===== src/rtl/alu_ctrl_seq_if.sv =====
// Request/response bundle for alu_ctrl_seq: op request towards the ALU
// sequencer and the registered result/status coming back.
interface alu_ctrl_seq_if #(
  parameter int WIDTH = 32,
  parameter int SHW   = $clog2(WIDTH)
);
  logic             start;
  logic [1:0]       aluop;
  logic [5:0]       funct;
  logic [WIDTH-1:0] a;
  logic [WIDTH-1:0] b;
  logic [2:0]       gout;
  logic [WIDTH-1:0] result;
  logic             zero;
  logic             busy;
  logic             done;
  logic             illegal;

  modport master (
    output start, aluop, funct, a, b,
    input  gout, result, zero, busy, done, illegal
  );

  modport slave (
    input  start, aluop, funct, a, b,
    output gout, result, zero, busy, done, illegal
  );
endinterface


===== src/rtl/alu_ctrl_seq.sv =====
// ALU control decoder with a sequenced datapath: single-cycle arithmetic/logic
// ops and a bit-serial variable shifter that advances one position per cycle.
module alu_ctrl_seq #(
  parameter int WIDTH = 32,
  parameter int SHW   = $clog2(WIDTH)
) (
  input  logic           clk,
  input  logic           reset,
  alu_ctrl_seq_if.slave  bus
);

  typedef enum logic [1:0] {
    IDLE  = 2'd0,
    SHIFT = 2'd1,
    DONE  = 2'd2
  } state_t;

  localparam logic [2:0] G_AND  = 3'b000;
  localparam logic [2:0] G_OR   = 3'b001;
  localparam logic [2:0] G_ADD  = 3'b010;
  localparam logic [2:0] G_SLL  = 3'b100;
  localparam logic [2:0] G_SRL  = 3'b101;
  localparam logic [2:0] G_SUB  = 3'b110;
  localparam logic [2:0] G_SLT  = 3'b111;

  // Returns {legal, gout}; illegal encodings fall back to the add code.
  function automatic logic [3:0] decode(input logic [1:0] op, input logic [5:0] f);
    logic [3:0] d;
    case (op)
      2'b00:   d = {1'b1, G_ADD};
      2'b01:   d = {1'b1, G_SUB};
      2'b11:   d = {1'b1, G_AND};
      default: begin
        casez (f)
          6'b??0000: d = {1'b1, G_ADD};
          6'b??0010: d = {1'b1, G_SUB};
          6'b1?0100: d = {1'b1, G_AND};
          6'b??0101: d = {1'b1, G_OR};
          6'b??1010: d = {1'b1, G_SLT};
          6'b000100: d = {1'b1, G_SLL};
          6'b000110: d = {1'b1, G_SRL};
          default:   d = {1'b0, G_ADD};
        endcase
      end
    endcase
    return d;
  endfunction

  // Single-cycle result; shift codes only reach here with a zero amount.
  function automatic logic [WIDTH-1:0] alu(input logic [2:0] g,
                                           input logic [WIDTH-1:0] x,
                                           input logic [WIDTH-1:0] y);
    logic signed [WIDTH-1:0] sx;
    logic signed [WIDTH-1:0] sy;
    logic [WIDTH-1:0]        r;
    sx = x;
    sy = y;
    case (g)
      G_ADD:   r = x + y;
      G_SUB:   r = x - y;
      G_AND:   r = x & y;
      G_OR:    r = x | y;
      G_SLT:   r = {{(WIDTH-1){1'b0}}, (sx < sy)};
      default: r = x;
    endcase
    return r;
  endfunction

  state_t           state;
  logic [2:0]       gout_p0;
  logic [WIDTH-1:0] result_p0;
  logic             zero_p0;
  logic             busy_p0;
  logic             vld_p0;
  logic             illegal_p0;
  logic [WIDTH-1:0] sh_reg;
  logic [SHW-1:0]   count;
  logic             sh_left;

  logic [3:0]       dec;
  logic             legal;
  logic [2:0]       code;
  logic             is_shift;
  logic [SHW-1:0]   n;
  logic [WIDTH-1:0] alu_res;
  logic [WIDTH-1:0] sh_next;
  logic             accept;

  always_comb begin
    dec      = decode(bus.aluop, bus.funct);
    legal    = dec[3];
    code     = dec[2:0];
    is_shift = legal && (code == G_SLL || code == G_SRL);
    n        = bus.b[SHW-1:0];
    alu_res  = legal ? alu(code, bus.a, bus.b) : '0;
    sh_next  = sh_left ? (sh_reg << 1) : (sh_reg >> 1);
    accept   = bus.start && (state != SHIFT);
  end

  // Acceptance edge: decode and either finish immediately or load the shifter
  always_ff @(posedge clk) begin
    if (reset) begin
      state      <= IDLE;
      gout_p0    <= G_ADD;
      result_p0  <= '0;
      zero_p0    <= 1'b0;
      busy_p0    <= 1'b0;
      vld_p0     <= 1'b0;
      illegal_p0 <= 1'b0;
      count      <= '0;
      sh_left    <= 1'b0;
    end else begin
      case (state)
        IDLE, DONE: begin
          vld_p0 <= 1'b0;
          if (accept) begin
            gout_p0    <= code;
            illegal_p0 <= !legal;
            if (is_shift && n != '0) begin
              sh_reg  <= bus.a;
              count   <= n;
              sh_left <= (code == G_SLL);
              busy_p0 <= 1'b1;
              state   <= SHIFT;
            end else begin
              result_p0 <= alu_res;
              zero_p0   <= (alu_res == '0);
              vld_p0    <= 1'b1;
              state     <= DONE;
            end
          end else begin
            state <= IDLE;
          end
        end
        SHIFT: begin
          // The final step writes straight into the result register
          if (count == SHW'(1)) begin
            result_p0 <= sh_next;
            zero_p0   <= (sh_next == '0);
            vld_p0    <= 1'b1;
            busy_p0   <= 1'b0;
            count     <= '0;
            state     <= DONE;
          end else begin
            sh_reg <= sh_next;
            count  <= count - SHW'(1);
          end
        end
        default: begin
          vld_p0  <= 1'b0;
          busy_p0 <= 1'b0;
          state   <= IDLE;
        end
      endcase
    end
  end

  assign bus.gout    = gout_p0;
  assign bus.result  = result_p0;
  assign bus.zero    = zero_p0;
  assign bus.busy    = busy_p0;
  assign bus.done    = vld_p0;
  assign bus.illegal = illegal_p0;

endmodule


===== src/flat_wrapper.sv =====
// flat-port wrapper written by rule: the top's interface ports become plain ports
module alu_ctrl_seq_flat 
#(
  parameter int WIDTH = 32,
  parameter int SHW   = $clog2(WIDTH)
)
  (clk, reset, bus_start, bus_aluop, bus_funct, bus_a, bus_b, bus_gout, bus_result, bus_zero, bus_busy, bus_done, bus_illegal);
  alu_ctrl_seq_if #(.WIDTH(WIDTH), .SHW(SHW)) bus_i ();
  input  logic clk;
  input  logic reset;
  input wire logic [$bits(bus_i.start)-1:0] bus_start;
  input wire logic [$bits(bus_i.aluop)-1:0] bus_aluop;
  input wire logic [$bits(bus_i.funct)-1:0] bus_funct;
  input wire logic [$bits(bus_i.a)-1:0] bus_a;
  input wire logic [$bits(bus_i.b)-1:0] bus_b;
  output wire logic [$bits(bus_i.gout)-1:0] bus_gout;
  output wire logic [$bits(bus_i.result)-1:0] bus_result;
  output wire logic [$bits(bus_i.zero)-1:0] bus_zero;
  output wire logic [$bits(bus_i.busy)-1:0] bus_busy;
  output wire logic [$bits(bus_i.done)-1:0] bus_done;
  output wire logic [$bits(bus_i.illegal)-1:0] bus_illegal;
  assign bus_i.start = bus_start;
  assign bus_i.aluop = bus_aluop;
  assign bus_i.funct = bus_funct;
  assign bus_i.a = bus_a;
  assign bus_i.b = bus_b;
  assign bus_gout = bus_i.gout;
  assign bus_result = bus_i.result;
  assign bus_zero = bus_i.zero;
  assign bus_busy = bus_i.busy;
  assign bus_done = bus_i.done;
  assign bus_illegal = bus_i.illegal;
  alu_ctrl_seq #(.WIDTH(WIDTH), .SHW(SHW)) u_core (.clk(clk), .reset(reset), .bus(bus_i));
endmodule

===== config.mk =====
export PLATFORM = sky130hd
export DESIGN_NAME = alu_ctrl_seq_flat
export DESIGN_NICKNAME = d
export VERILOG_FILES = /design/src/rtl/alu_ctrl_seq_if.sv /design/src/rtl/alu_ctrl_seq.sv /design/src/flat_wrapper.sv
export SDC_FILE = /design/constraint.sdc
export NUM_CORES = 1
export LEC_CHECK = 0
export ABC_AREA = 1
export CAP_MARGIN = 40
export CORE_ASPECT_RATIO = 0.8
export CORE_MARGIN = 3
export CORE_UTILIZATION = 30
export DETAILED_ROUTE_END_ITERATION = 8
export PLACE_DENSITY = 0.53
export SLEW_MARGIN = 20
export SYNTH_ARGS = -nofsm -noshare
export SYNTH_HDL_FRONTEND = slang
export SYNTH_SLANG_ARGS = --single-unit

===== constraint.sdc =====
create_clock -name clk -period 5.1 [get_ports clk]
set_input_delay 1.53 -clock clk [delete_from_list [all_inputs] [get_ports clk]]
set_output_delay 1.53 -clock clk [all_outputs]
set_load 0.01 [all_outputs]

==> reports/qor.yml <==
antenna_cells: 0
gr-total-overflow: 0
finalSetupViolCount: 0
p_switching_mw: 1.13
syn-cell-area_um2: 10500
io_pins: 114
arrival_ns: 5.01
syn_to_final_growth_pct: 20.9
die_area_um2: 37400
drive_gt1_frac: 0.0602
finalHoldViolCount: 0
postCtsResizedCells: 0
ys_warn_count: 0
slew_headroom: 0.527
cap_violations: 0
postSynthAreaPerCell_um2: 5.82
vias_per_cell: 5.18
root_buffer: "clkbuf_16"
hpwlAfterDp_um: 38500
initial_core_util: 0.309
switching_share: 0.430
final_nets: 2114
ant_nets: 0
ys_top_cells_by_area: "nand2_1 (16%), ha_1 (14%), inv_1 (10%)"
fmax_mhz: 211
critPathCaptureType: "register"
synth-seq-area-share: 0.179
syn-num-nets: 1999
design_area_um2: 12700
p_per_area_nw_per_um2: 207
start_kind: "input port"
rsz0062_at_grt: "false"
grt_antenna_before_repair: 1
p_leak_nw: 6.26
clockBufferDepth: 2
clk_pin_slew_ns: 0.06
placement_rows: 60
synth.distinct_cells: 44
placed_area_um2: 12400
fin_tns_setup_ns: 0
grt_start_max_net_pins: 51
worst_slew_pin_slew_ns: 0.703
internal-power_mw: 1.50
power.share.combinational: 0.493
ys_seq_elements: 78
grt_pass1_vias: 11400
wl_per_cell_um: 19.4
hold_buffers: 0
cts.sinks: 78
cts-buffers-inserted: 9
gp_congestion: 1.04
hp-class: "register to register"
routed_wirelength_um: 46500
core_area_um2: 34100
cp.required_ns: 5.37
tritoncts: "built"
vias: 12400
grt_pass1_wl_um: 69200
htree_levels: 3
die_x_um: 215
period_share: 0.930
maxSlewViolCount: 0
crit_type: "input port to register"
cp_max_fo: 6
clock_latency_ns: 0.34
power_frac_seq: 0.272
synth_largest_area_cell: "nand2_1"
portBuffers: 113
total_power_mw: 2.63
firstDrtPassIters: 6
p_clk_frac: 0.235
die_h_um: 174
drcViolationCount: 0
peakVddDrop_mv: 0.130
syn-instance-count: 1808
track_usage: 0.239
post_cts_buffers: 0
drtIter0Drc: 1345
layout_min_cycle_time_ns: 4.74
synth_top_area_share: 0.164
status: "finished, final reports clean"
fin_skew_ns: 0.0135
## routing by layer
| metal | up-vias | wire, µm | global-route usage |
|---|---|---|---|
| li1 | 6051 | - | - |
| met1 | 5686 | 22600 | 0.376 |
| met2 | 613 | 18400 | 0.344 |
| met3 | 47 | 4650 | 0.0331 |
| met4 | 0 | 835 | 0.0462 |
| met5 | - | 0 | 0 |
## area by class of cell
class,instances,area [µm²]
flip-flops and latches,78,1880
clock buffers,10,250
multi-input cells,1368,7270
clock inverters,6,43.8
fillers,3770,21400
repair buffers,173,1600
inverters,293,1100
well taps,465,582
## metrics by stage
step / hold slack [ns] / instances / worst slack, ns / util
after floorplan: 0.461 / 1808 / 0.371 / -
after global placement: 0.463 / 2376 / 0.0961 / 0.364
after detailed placement: 0.472 / 2377 / 0.131 / 0.365
after CTS: 0.487 / 2393 / 0.464 / 0.373
after global routing: 0.518 / 2393 / 0.0828 / 0.373
final: 0.484 / 2393 / 0.359 / 0.373
## cell usage in the layout, fill, tap and decap left out, drive strengths merged, types with 13 or more instances in the layout
cell type / instances
inv: 292
or2: 18
buf: 60
o21bai: 13
edfxtp: 32
o21ai: 172
nand3: 165
nand4: 29
nand2: 462
clkdlybuf4s50: 113
dfxtp: 46
nor2: 201
a21oi: 99
ha: 114
xor2: 13
a31oi: 32
## kinds of logic after synthesis
family / after synthesis / share of synthesized area
simple gates: 897 / 0.360
buf+inv: 362 / 0.133
compound gates: 334 / 0.170
fa+ha+maj: 116 / 0.139
flops: 78 / 0.179
xor+xnor: 14 / 0.0117
mux: 7 / 0.00666
## synthesized netlist by cell type, drive strengths merged
master and n:
nand3 165, ha 114, fa 2, clkinv 2, xor2 13, nand3b 2, dfxtp 46, a21boi 1
a41oi 1, nand4 29, a31oi 32, nor4 7, nor3 12, a21oi 99, inv 291, xnor2 1
o21a 5, nor2 201, edfxtp 32, clkbuf 44, o21bai 13, nand2 462, o21ai 172, or2 18
buf 25, a22oi 1, o22ai 5, and2 1, o211ai 2, mux2i 7, a211oi 3
## path summary, 6_finish.rpt
path | cells after the start | endpoint | startpoint | slack [ns]
max | 19 | u_core.bus.zero | bus_a[23] | 0.36
min | 2 | u_core.bus.busy | u_core.bus.busy | 0.48
max reg2reg | 8 | u_core.bus.result[14] | u_core.state[0] | 2.65
min reg2reg | 2 | u_core.bus.busy | u_core.bus.busy | 0.48
## power groups by stage
stage / sequential, mW / combinational, mW / clock, mW
floorplan: 0.743 / 0.709 / 0
global placement: 0.730 / 1.26 / 0
detailed placement: 0.730 / 1.26 / 0
CTS: 0.717 / 1.26 / 0.627
global route: 0.722 / 1.42 / 0.653
finish: 0.717 / 1.30 / 0.620
## critical path, cell delays in order
cell and delay [ns]:
clkdlybuf4s50_1 0.55, inv_1 0.09, ha_1 0.49, inv_1 0.19
a21oi_1 0.34, o21ai_0 0.22, inv_1 0.09, o21ai_0 0.11
a21oi_1 0.21, nand3_1 0.18, nand3_1 0.19, nand2_1 0.07
nand2_1 0.20, nand3_1 0.11, nor2_1 0.11, nand2_1 0.07
nor2_1 0.08, nand2_1 0.06, a21oi_1 0.10
No activity file was read; power rests on OpenSTA's default activity.
